**src/rtl/gpu_pkg.sv**
```systemverilog
// gpu_pkg: framebuffer-derived widths, command record and scheduler state encoding.
package gpu_pkg;
    localparam int FB_WIDTH  = 400;
    localparam int FB_HEIGHT = 240;
    localparam int XW = $clog2(FB_WIDTH) + 2;
    localparam int YW = $clog2(FB_HEIGHT) + 2;

    typedef struct packed {
        logic          is_clear;
        logic [31:0]   address;
        logic [15:0]   address_x;
        logic [15:0]   address_y;
        logic [15:0]   image_width;
        logic [XW-1:0] width;
        logic [YW-1:0] height;
        logic [XW-1:0] x;
        logic [YW-1:0] y;
        logic [15:0]   clear_color;
    } gpu_cmd_t;

    typedef enum logic [3:0] {
        IDLE = 4'b0001,
        LOAD = 4'b0010,
        FIRE = 4'b0100,
        WAIT = 4'b1000
    } cmdq_state_e;
endpackage

```
**src/rtl/gpu_cmd_fifo.sv**
```systemverilog
// gpu_cmd_fifo: synchronous FIFO of gpu_cmd_t; wrap-bit pointers give full/empty, head is read combinationally.
module gpu_cmd_fifo
    import gpu_pkg::*;
#(
    parameter int DEPTH = 8
) (
    input  logic                     clk,
    input  logic                     reset,
    input  logic                     push_i,
    input  gpu_cmd_t                 wdata_i,
    input  logic                     pop_i,
    output gpu_cmd_t                 rdata_o,
    output logic [$clog2(DEPTH):0]   level_o,
    output logic                     full_o,
    output logic                     empty_o
);
    localparam int AW = $clog2(DEPTH);

    gpu_cmd_t      mem_q [DEPTH];
    logic [AW:0]   wr_q, wr_d, rd_q, rd_d;
    logic          do_push, do_pop;

    always_comb begin
        full_o  = (wr_q[AW] != rd_q[AW]) && (wr_q[AW-1:0] == rd_q[AW-1:0]);
        empty_o = wr_q == rd_q;
        level_o = wr_q - rd_q;
        do_push = push_i && !full_o;
        do_pop  = pop_i && !empty_o;
        wr_d    = wr_q + (AW+1)'(do_push);
        rd_d    = rd_q + (AW+1)'(do_pop);
        rdata_o = mem_q[rd_q[AW-1:0]];
    end

    always_ff @(posedge clk) begin
        if (reset) begin
            wr_q <= '0;
            rd_q <= '0;
        end else begin
            wr_q <= wr_d;
            rd_q <= rd_d;
        end
    end

    always_ff @(posedge clk) begin
        if (do_push)
            mem_q[wr_q[AW-1:0]] <= wdata_i;
    end
endmodule

```
**src/rtl/gpu_cmd_queue.sv**
```systemverilog
// gpu_cmd_queue: buffers CPU draw/clear commands and issues them one at a time to the GPU engine.
// Optional counters stat_draws/stat_clears/stat_stall are built when GPU_CMDQ_STATS_EN is defined.
module gpu_cmd_queue
    import gpu_pkg::*;
#(
    parameter int DEPTH = 8
) (
    input  logic                   clk,
    input  logic                   reset,
    input  logic                   cmd_valid,
    output logic                   cmd_ready,
    input  logic                   cmd_is_clear,
    input  logic [31:0]            cmd_address,
    input  logic [15:0]            cmd_address_x,
    input  logic [15:0]            cmd_address_y,
    input  logic [15:0]            cmd_image_width,
    input  logic [XW-1:0]          cmd_width,
    input  logic [YW-1:0]          cmd_height,
    input  logic [XW-1:0]          cmd_x,
    input  logic [YW-1:0]          cmd_y,
    input  logic [15:0]            cmd_clear_color,
    output logic [31:0]            ctrl_address,
    output logic [15:0]            ctrl_address_x,
    output logic [15:0]            ctrl_address_y,
    output logic [15:0]            ctrl_image_width,
    output logic [XW-1:0]          ctrl_width,
    output logic [YW-1:0]          ctrl_height,
    output logic [XW-1:0]          ctrl_x,
    output logic [YW-1:0]          ctrl_y,
    output logic [15:0]            ctrl_clear_color,
    output logic                   ctrl_draw,
    output logic                   ctrl_clear,
    input  logic                   gpu_busy,
    output logic [$clog2(DEPTH):0] queue_level,
`ifdef GPU_CMDQ_STATS_EN
    output logic [31:0]            stat_draws,
    output logic [31:0]            stat_clears,
    output logic [31:0]            stat_stall,
`endif
    output logic                   all_done
);
    cmdq_state_e state_q, state_d;
    gpu_cmd_t    ctrl_q, ctrl_d, head, cmd_in;
    logic        full, empty, pop;

    assign cmd_in = {cmd_is_clear, cmd_address, cmd_address_x, cmd_address_y, cmd_image_width,
                     cmd_width, cmd_height, cmd_x, cmd_y, cmd_clear_color};

    gpu_cmd_fifo #(.DEPTH(DEPTH)) u_fifo (
        .clk     (clk),
        .reset   (reset),
        .push_i  (cmd_valid),
        .wdata_i (cmd_in),
        .pop_i   (pop),
        .rdata_o (head),
        .level_o (queue_level),
        .full_o  (full),
        .empty_o (empty)
    );

    // ctrl_* only load on the pop out of IDLE, so they stay frozen through LOAD/FIRE/WAIT.
    always_comb begin
        state_d = state_q;
        ctrl_d  = ctrl_q;
        pop     = 1'b0;
        case (state_q)
            IDLE: if (!empty && !gpu_busy) begin
                pop     = 1'b1;
                ctrl_d  = head;
                state_d = LOAD;
            end
            LOAD:    state_d = FIRE;
            FIRE:    state_d = WAIT;
            WAIT:    state_d = gpu_busy ? WAIT : IDLE;
            default: state_d = IDLE;
        endcase
    end

    always_ff @(posedge clk) begin
        if (reset) begin
            state_q <= IDLE;
            ctrl_q  <= '0;
        end else begin
            state_q <= state_d;
            ctrl_q  <= ctrl_d;
        end
    end

    assign {ctrl_address, ctrl_address_x, ctrl_address_y, ctrl_image_width, ctrl_width,
            ctrl_height, ctrl_x, ctrl_y, ctrl_clear_color} = ctrl_q[$bits(gpu_cmd_t)-2:0];
    assign ctrl_draw  = (state_q == FIRE) && !ctrl_q.is_clear;
    assign ctrl_clear = (state_q == FIRE) && ctrl_q.is_clear;
    assign cmd_ready  = !full;
    assign all_done   = empty && (state_q == IDLE) && !gpu_busy;

`ifdef GPU_CMDQ_STATS_EN
    logic [31:0] draws_q, clears_q, stall_q;

    always_ff @(posedge clk) begin
        if (reset) begin
            draws_q  <= '0;
            clears_q <= '0;
            stall_q  <= '0;
        end else begin
            draws_q  <= draws_q + 32'(ctrl_draw);
            clears_q <= clears_q + 32'(ctrl_clear);
            stall_q  <= stall_q + 32'(cmd_valid && !cmd_ready);
        end
    end

    assign stat_draws  = draws_q;
    assign stat_clears = clears_q;
    assign stat_stall  = stall_q;
`endif
endmodule

```
**config.mk**
```make
export PLATFORM = sky130hd
export DESIGN_NAME = gpu_cmd_queue
export DESIGN_NICKNAME = d
export VERILOG_FILES = /design/src/rtl/gpu_pkg.sv /design/src/rtl/gpu_cmd_fifo.sv /design/src/rtl/gpu_cmd_queue.sv
export SDC_FILE = /design/constraint.sdc
export NUM_CORES = 1
export LEC_CHECK = 0
export CAP_MARGIN = 20
export CORE_MARGIN = 8
export CORE_UTILIZATION = 40
export CTS_BUF_LIST = sky130_fd_sc_hd__clkbuf_4 sky130_fd_sc_hd__clkbuf_8
export CTS_CLUSTER_DIAMETER = 120
export DETAILED_ROUTE_END_ITERATION = 6
export GPL_ROUTABILITY_DRIVEN = 0
export PLACE_DENSITY = 0.66
export SYNTH_ARGS = -nofsm -noshare
export SYNTH_HDL_FRONTEND = slang
export SYNTH_SLANG_ARGS = --single-unit
export TNS_END_PERCENT = 30
```
**constraint.sdc**
```tcl
create_clock -name clk -period 26.8 [get_ports clk]
set_input_delay 4.02 -clock clk [delete_from_list [all_inputs] [get_ports clk]]
set_output_delay 4.02 -clock clk [all_outputs]
set_load 0.03 [all_outputs]
```
# Word-level counts from Yosys, hierarchy flattened
# Memories as Yosys holds them, arrays and structs flattened. A register that Yosys moved wholly into a read port is not among the register bits.
# Index checks and enable logic that the tools add are counted.
totals:
  input_bits: 143
  memories: 1
  wordCells: 35
  ram_bits: 1112
  register_bits: 12
  out_inout_bits: 146
memory_table:
  columns: ["name", "words", "width", "read_ports", "rd_clocked_by_memory_dff", "write_ports", "line_no", "source"]
  rows:
  - ["u_fifo.mem_q", 8, 139, 1, 1, 1, "gpu_cmd_fifo.sv:19", "gpu_cmd_t mem_q [DEPTH];"]
classes:
  n_reduce_logical: 13
  n_eq_ne: 8
  muxes: 7
  addsub: 3
ops:
  columns: ["op", "n"]
  rows:
  - ["case mux 4 bit (4 select lines)", 1]
  - ["adder 4 x 1 -> 4 bit", 2]
  - ["logical AND 1 bit", 8]
  - ["2-to-1 mux 4 bit", 2]
  - ["equality test 4 x 1 -> 1 bit (second input constant)", 1]
  - ["equality test 4 x 2 -> 1 bit (second input constant)", 1]
  - ["equality test 4 x 3 -> 1 bit (second input constant)", 1]
  - ["equality test 4 bit", 1]
  - ["equality test 4 bit (second input constant)", 1]
  - ["logical NOT 1 bit", 4]
  - ["2-to-1 mux 1 bit", 4]
  - ["subtractor 4 bit", 1]
  - ["equality test 3 bit", 1]
  - ["inequality test 2 bit (second input constant)", 1]
  - ["AND reduction 2 bit", 1]
  - ["inequality test 1 bit", 1]

# Longest topological paths before layout
logic_depth:
  ltp_word: 7
  ltp_mapped: 14
  ltp_nobuf: 8

# By module
# From an unflattened synthesis, not the netlist that was laid out.
unflattened:
  cells_unflattened: 2756
  area_unflattened_um2: 48821.8
by_module_without_submodules:
  columns: ["mod", "cells_per_inst", "seq_area_each_um2", "area_per_inst_um2", "instances"]
  rows:
  - ["gpu_cmd_fifo", 1960, 33552.2, 42308.1, 1]
  - ["gpu_cmd_queue", 796, 2862.7, 6513.7, 1]

# Least setup slack after synthesis
# Ideal clock, no wire load.
synth_timing:
  path_kind: "input-to-reg"
  start: "in cmd_valid"
  end: "mem u_fifo.mem_q[0][0] (netlist name), enable pin"
  stages: 3
  required_time_ns: 25.993
  setup_time_ns: 0.807
  setup_slack_ns: 12.356
  t_arrival_ns: 13.637
  path_buffers: 0
  cell_sequence: "o21a_1 -> nand2_1 -> nor3_1"
synth_via:
  elab_chain_cells: 3
synth_rtl:
  columns: ["item", "line_no", "source"]
  rows:
  - ["from (decl)", "gpu_cmd_queue.sv:10", "input logic cmd_valid,"]
  - ["logical AND 1 bit", "gpu_cmd_fifo.sv:27", "do_push = push_i && !full_o;"]
  - ["2-to-1 mux 1 bit", "gpu_cmd_fifo.sv:45", "if (do_push)"]
  - ["2-to-1 mux 1 bit (implied by the code)", "gpu_cmd_fifo.sv:46", "mem_q[wr_q[AW-1:0]] <= wdata_i;"]
  - ["to (decl)", "gpu_cmd_fifo.sv:19", null]
# Every way passes these cells.

# Final worst setup path
layout_timing:
  start: "in gpu_busy"
  end: "out all_done"
layout_via:
  elab_chain_cells: 2
layout_rtl:
  columns: ["item", "line_no", "source"]
  rows:
  - ["from (decl)", "gpu_cmd_queue.sv:33", "input logic gpu_busy,"]
  - ["logical NOT 1 bit", "gpu_cmd_queue.sv:94", "assign all_done = empty && (state_q == IDLE) && !gpu_busy;"]
  - ["logical AND 1 bit", "gpu_cmd_queue.sv:94", null]
  - ["to (decl)", "gpu_cmd_queue.sv:40", "output logic all_done"]
# Every way passes these cells.

==> results.json <==
{
  "mean_number_of_vias_per_cell": 5.19,
  "max_ir_drop_vdd_mv": 0.0470,
  "synth_sequential_area_ratio": 0.757,
  "grt-ovfl-total": 0,
  "synthDominantAreaCellType": "sky130_fd_sc_hd__edfxtp_1",
  "setup_slack_ns": 17.18,
  "cellInternalPower_mw": 3.55,
  "clock_latency_ns": 0.88,
  "global_route.usage.total": 0.164,
  "setup_viol": 0,
  "reg2reg_to": "ctrl_address_y[11]",
  "clock_power_share": 0.352,
  "wire_per_inst_um": 24.4,
  "avgSynthCellArea_um2": 19.6,
  "htree_num_levels": 4,
  "top_level_ports": 289,
  "finalNetCount": 2849,
  "synth_seq_cells": 1263,
  "reg2reg_slack_ns": 21.60,
  "finish.utilization": 0.467,
  "place.detailed.hpwl_um": 57400,
  "clk_root_buffer_cell": "sky130_fd_sc_hd__clkbuf_8",
  "die_area_um2": 132000,
  "clock_path_buffers": 3,
  "drtPass1Iterations": 5,
  "synth_area_um2": 48100,
  "floorplan.rows": 127,
  "clock_tree_from_tritoncts": "done",
  "portion_of_synthesized_cell_area_occupied_by_the_leading_cell_type": 0.694,
  "syn_nets": 2601,
  "cell_count_final_fillers_out": 4495,
  "power_frac_comb": 0.167,
  "holdBufCountCts": 0,
  "synthArstFlopShare": 0,
  "aggregate_negative_setup_slack_ns": 0,
  "grt_antenna_before_repair": 18,
  "grt_first_pass_wirelength_um": 161000,
  "synth-warning-count": 0,
  "floorplan.initialDensity": 0.402,
  "drc": 0,
  "result_of_the_run": "complete, no violations",
  "power_per_cell_area_nw_per_um2": 85.9,
  "hold_path_class": "flop to flop",
  "timing.critical_path.arrival_ns": 5.60,
  "relSlewSlack": 0.289,
  "drive_gt1_frac": 0.256,
  "die-height_um": 363,
  "dominantRegCellSynth": "sky130_fd_sc_hd__edfxtp_1",
  "hold-path-cell-count": 2,
  "synth_area_leaders": "sky130_fd_sc_hd__edfxtp_1, sky130_fd_sc_hd__mux4_2, sky130_fd_sc_hd__dfxtp_1",
  "place_area_um2": 51600,
  "p_sw_mw": 1.25,
  "path_max_fanout": 3,
  "number_of_cells_upsized_or_downsized_after_cts": 0,
  "cts_sinks": 1263,
  "numCtsBuffers": 197,
  "ys_types": 32,
  "final_design_area_no_fill_um2": 55900,
  "numPortBuffers": 288,
  "max_freq_ghz": 0.104,
  "worstHoldStart": "ctrl_x[4]",
  "final.fill_count": 9793,
  "seq_power_share": 0.481,
  "power.switching_fraction": 0.261,
  "final.period_utilization": 0.359,
  "rsz_0062_raised_after_global_routing": "false",
  "core_um2": 120000,
  "via_count_of_the_first_global_routing_pass": 25200,
  "leakage_nw": 17.5,
  "worst_slew_pin_slew_ns": 1.07,
  "pin_count_of_the_biggest_net_entering_global_routing": 100,
  "critical_path.startpoint": "gpu_busy",
  "worst_clock_skew_ns": 0.0276,
  "dp_cells": 4111,
  "synthesized_instance_count": 2450,
  "die-width_um": 363,
  "final_antenna_net_count": 0,
  "drv_slew": 0,
  "setup_slack_placement_ns": 17.18,
  "timing_hold_violations_final": 0,
  "rr_worst_depth": 9,
  "synthMostInstantiatedCell": "sky130_fd_sc_hd__edfxtp_1",
  "syn2layout_area_growth_pct": 16.2,
  "total_via_count_after_detailed_routing": 23300,
  "drt_first_iter_violations": 1835,
  "post-route-min-period_ns": 9.62,
  "whs_endpoint": "ctrl_x[4]",
  "clock_slew_seen_by_the_registers_of_the_worst_setup_and_hold_paths_ns": 0.06,
  "cts_setup_buffers": 0,
  "route.final.wire_length_um": 110000,
  "endpoint_kind": "primary output",
  "max_cap_viol_count": 0,
  "synth-edff-count": 1112,
  "crit_path_start_kind": "input port",
  "ys_top_cells_by_count": "sky130_fd_sc_hd__edfxtp_1, sky130_fd_sc_hd__nand2_1, sky130_fd_sc_hd__mux4_2, sky130_fd_sc_hd__buf_4, sky130_fd_sc_hd__dfxtp_1",
  "cp.required_ns": 22.78,
  "timing.setup.critical_path_class": "input port to primary output",
  "r2r_start": "u_fifo.rd_q[2]"
}
## metal layers
metal | part of all wire | vias to the layer above | GRT usage
li1 | - | 10200 | -
met1 | 0.42 | 12300 | 0.213
met2 | 0.49 | 676 | 0.271
met3 | 0.065 | 154 | 0.0420
met4 | 0.018 | 8 | 0.0479
met5 | 0.00047 | - | 0
## cell usage in the layout (no fill, tap or decap), types with 2 or more instances in the layout
master	synthesis	layout
sky130_fd_sc_hd__a21oi_1	2	2
sky130_fd_sc_hd__a311oi_1	79	79
sky130_fd_sc_hd__a311oi_2	60	60
sky130_fd_sc_hd__buf_12	0	2
sky130_fd_sc_hd__buf_4	168	40
sky130_fd_sc_hd__bufinv_16	0	8
sky130_fd_sc_hd__clkbuf_4	0	77
sky130_fd_sc_hd__clkbuf_8	0	219
sky130_fd_sc_hd__clkdlybuf4s50_1	0	287
sky130_fd_sc_hd__clkinv_1	1	30
sky130_fd_sc_hd__clkinv_2	0	18
sky130_fd_sc_hd__clkinv_8	0	5
sky130_fd_sc_hd__clkinvlp_4	0	5
sky130_fd_sc_hd__dfxtp_1	151	148
sky130_fd_sc_hd__dfxtp_4	0	3
sky130_fd_sc_hd__diode_2	0	16
sky130_fd_sc_hd__edfxtp_1	1112	1112
sky130_fd_sc_hd__ha_1	7	7
sky130_fd_sc_hd__inv_1	7	7
sky130_fd_sc_hd__inv_6	0	2
sky130_fd_sc_hd__inv_8	0	5
sky130_fd_sc_hd__mux4_2	278	278
sky130_fd_sc_hd__nand2_1	285	285
sky130_fd_sc_hd__nand2b_1	3	3
sky130_fd_sc_hd__nand3_1	3	3
sky130_fd_sc_hd__nor2_1	150	144
sky130_fd_sc_hd__nor2_4	0	6
sky130_fd_sc_hd__nor2b_1	5	5
sky130_fd_sc_hd__nor3_1	4	2
sky130_fd_sc_hd__nor3_2	0	2
sky130_fd_sc_hd__o21ai_0	3	3
sky130_fd_sc_hd__xnor2_1	5	5
sky130_fd_sc_hd__xor2_1	4	4
## cell type report
cell class              count  area, um2  share of cell area
repair buffers            330       3230              0.0577
multi-input cells         898       9930               0.178
clock inverters            73        643              0.0115
inverters                   8       35.0            0.000627
clock buffers             295       3580              0.0640
well taps                1612       2020              0.0361
flip-flops and latches   1263      36400               0.652
diodes                     16       40.0            0.000716
## logic make-up after synthesis
family          count (synthesis)  share of synthesized area
simple gates                  454                     0.0367
xor+xnor                        9                    0.00164
buf+inv                       289                     0.0381
mux                           278                      0.130
compound gates                149                     0.0345
flops                        1263                      0.757
fa+ha+maj                       8                    0.00224
## sequential cells by signal, summed over array words and instances (netlist names), 10 cells and up
register / flops
ctrl_address: 32
ctrl_address_x: 16
ctrl_address_y: 16
ctrl_clear_color: 16
ctrl_height: 10
ctrl_image_width: 16
ctrl_width: 11
ctrl_x: 11
ctrl_y: 10
u_fifo.mem_q: 1112
## worst max-delay path by stage
stage	slack, ns	to
after floorplan	12.36	u_fifo.mem_q[0][0]
after global placement	17.10	all_done
after detailed placement	17.18	all_done
after CTS	17.16	all_done
after global routing	17.10	all_done
final	17.18	all_done
## critical path, cell delays in order
cell,delay [ns]
sky130_fd_sc_hd__clkdlybuf4s50_1,0.44
sky130_fd_sc_hd__inv_1,0.13
sky130_fd_sc_hd__nand2_1,0.10
sky130_fd_sc_hd__nor3_1,0.20
sky130_fd_sc_hd__clkdlybuf4s50_1,0.72
## power groups by stage
stage	logic [mW]	registers (mW)	clock network (mW)
floorplan	0.663	2.32	0
global placement	0.808	2.35	0
detailed placement	0.818	2.35	0
CTS	0.821	2.31	1.74
global route	0.867	2.32	1.82
finish	0.804	2.31	1.69
## through the flow
| stage | power [mW] | hold slack (ns) |
|---|---|---|
| 2_1_floorplan | 2.98 | 0.477 |
| 4_1_cts | 4.87 | 0.501 |
| 3_3_place_gp | 3.15 | 0.487 |
| 6_report | 4.80 | 0.498 |
| 3_5_place_dp | 3.17 | 0.493 |
| 5_1_grt | 5.00 | 0.522 |
Power figures use the tool's default switching activity.
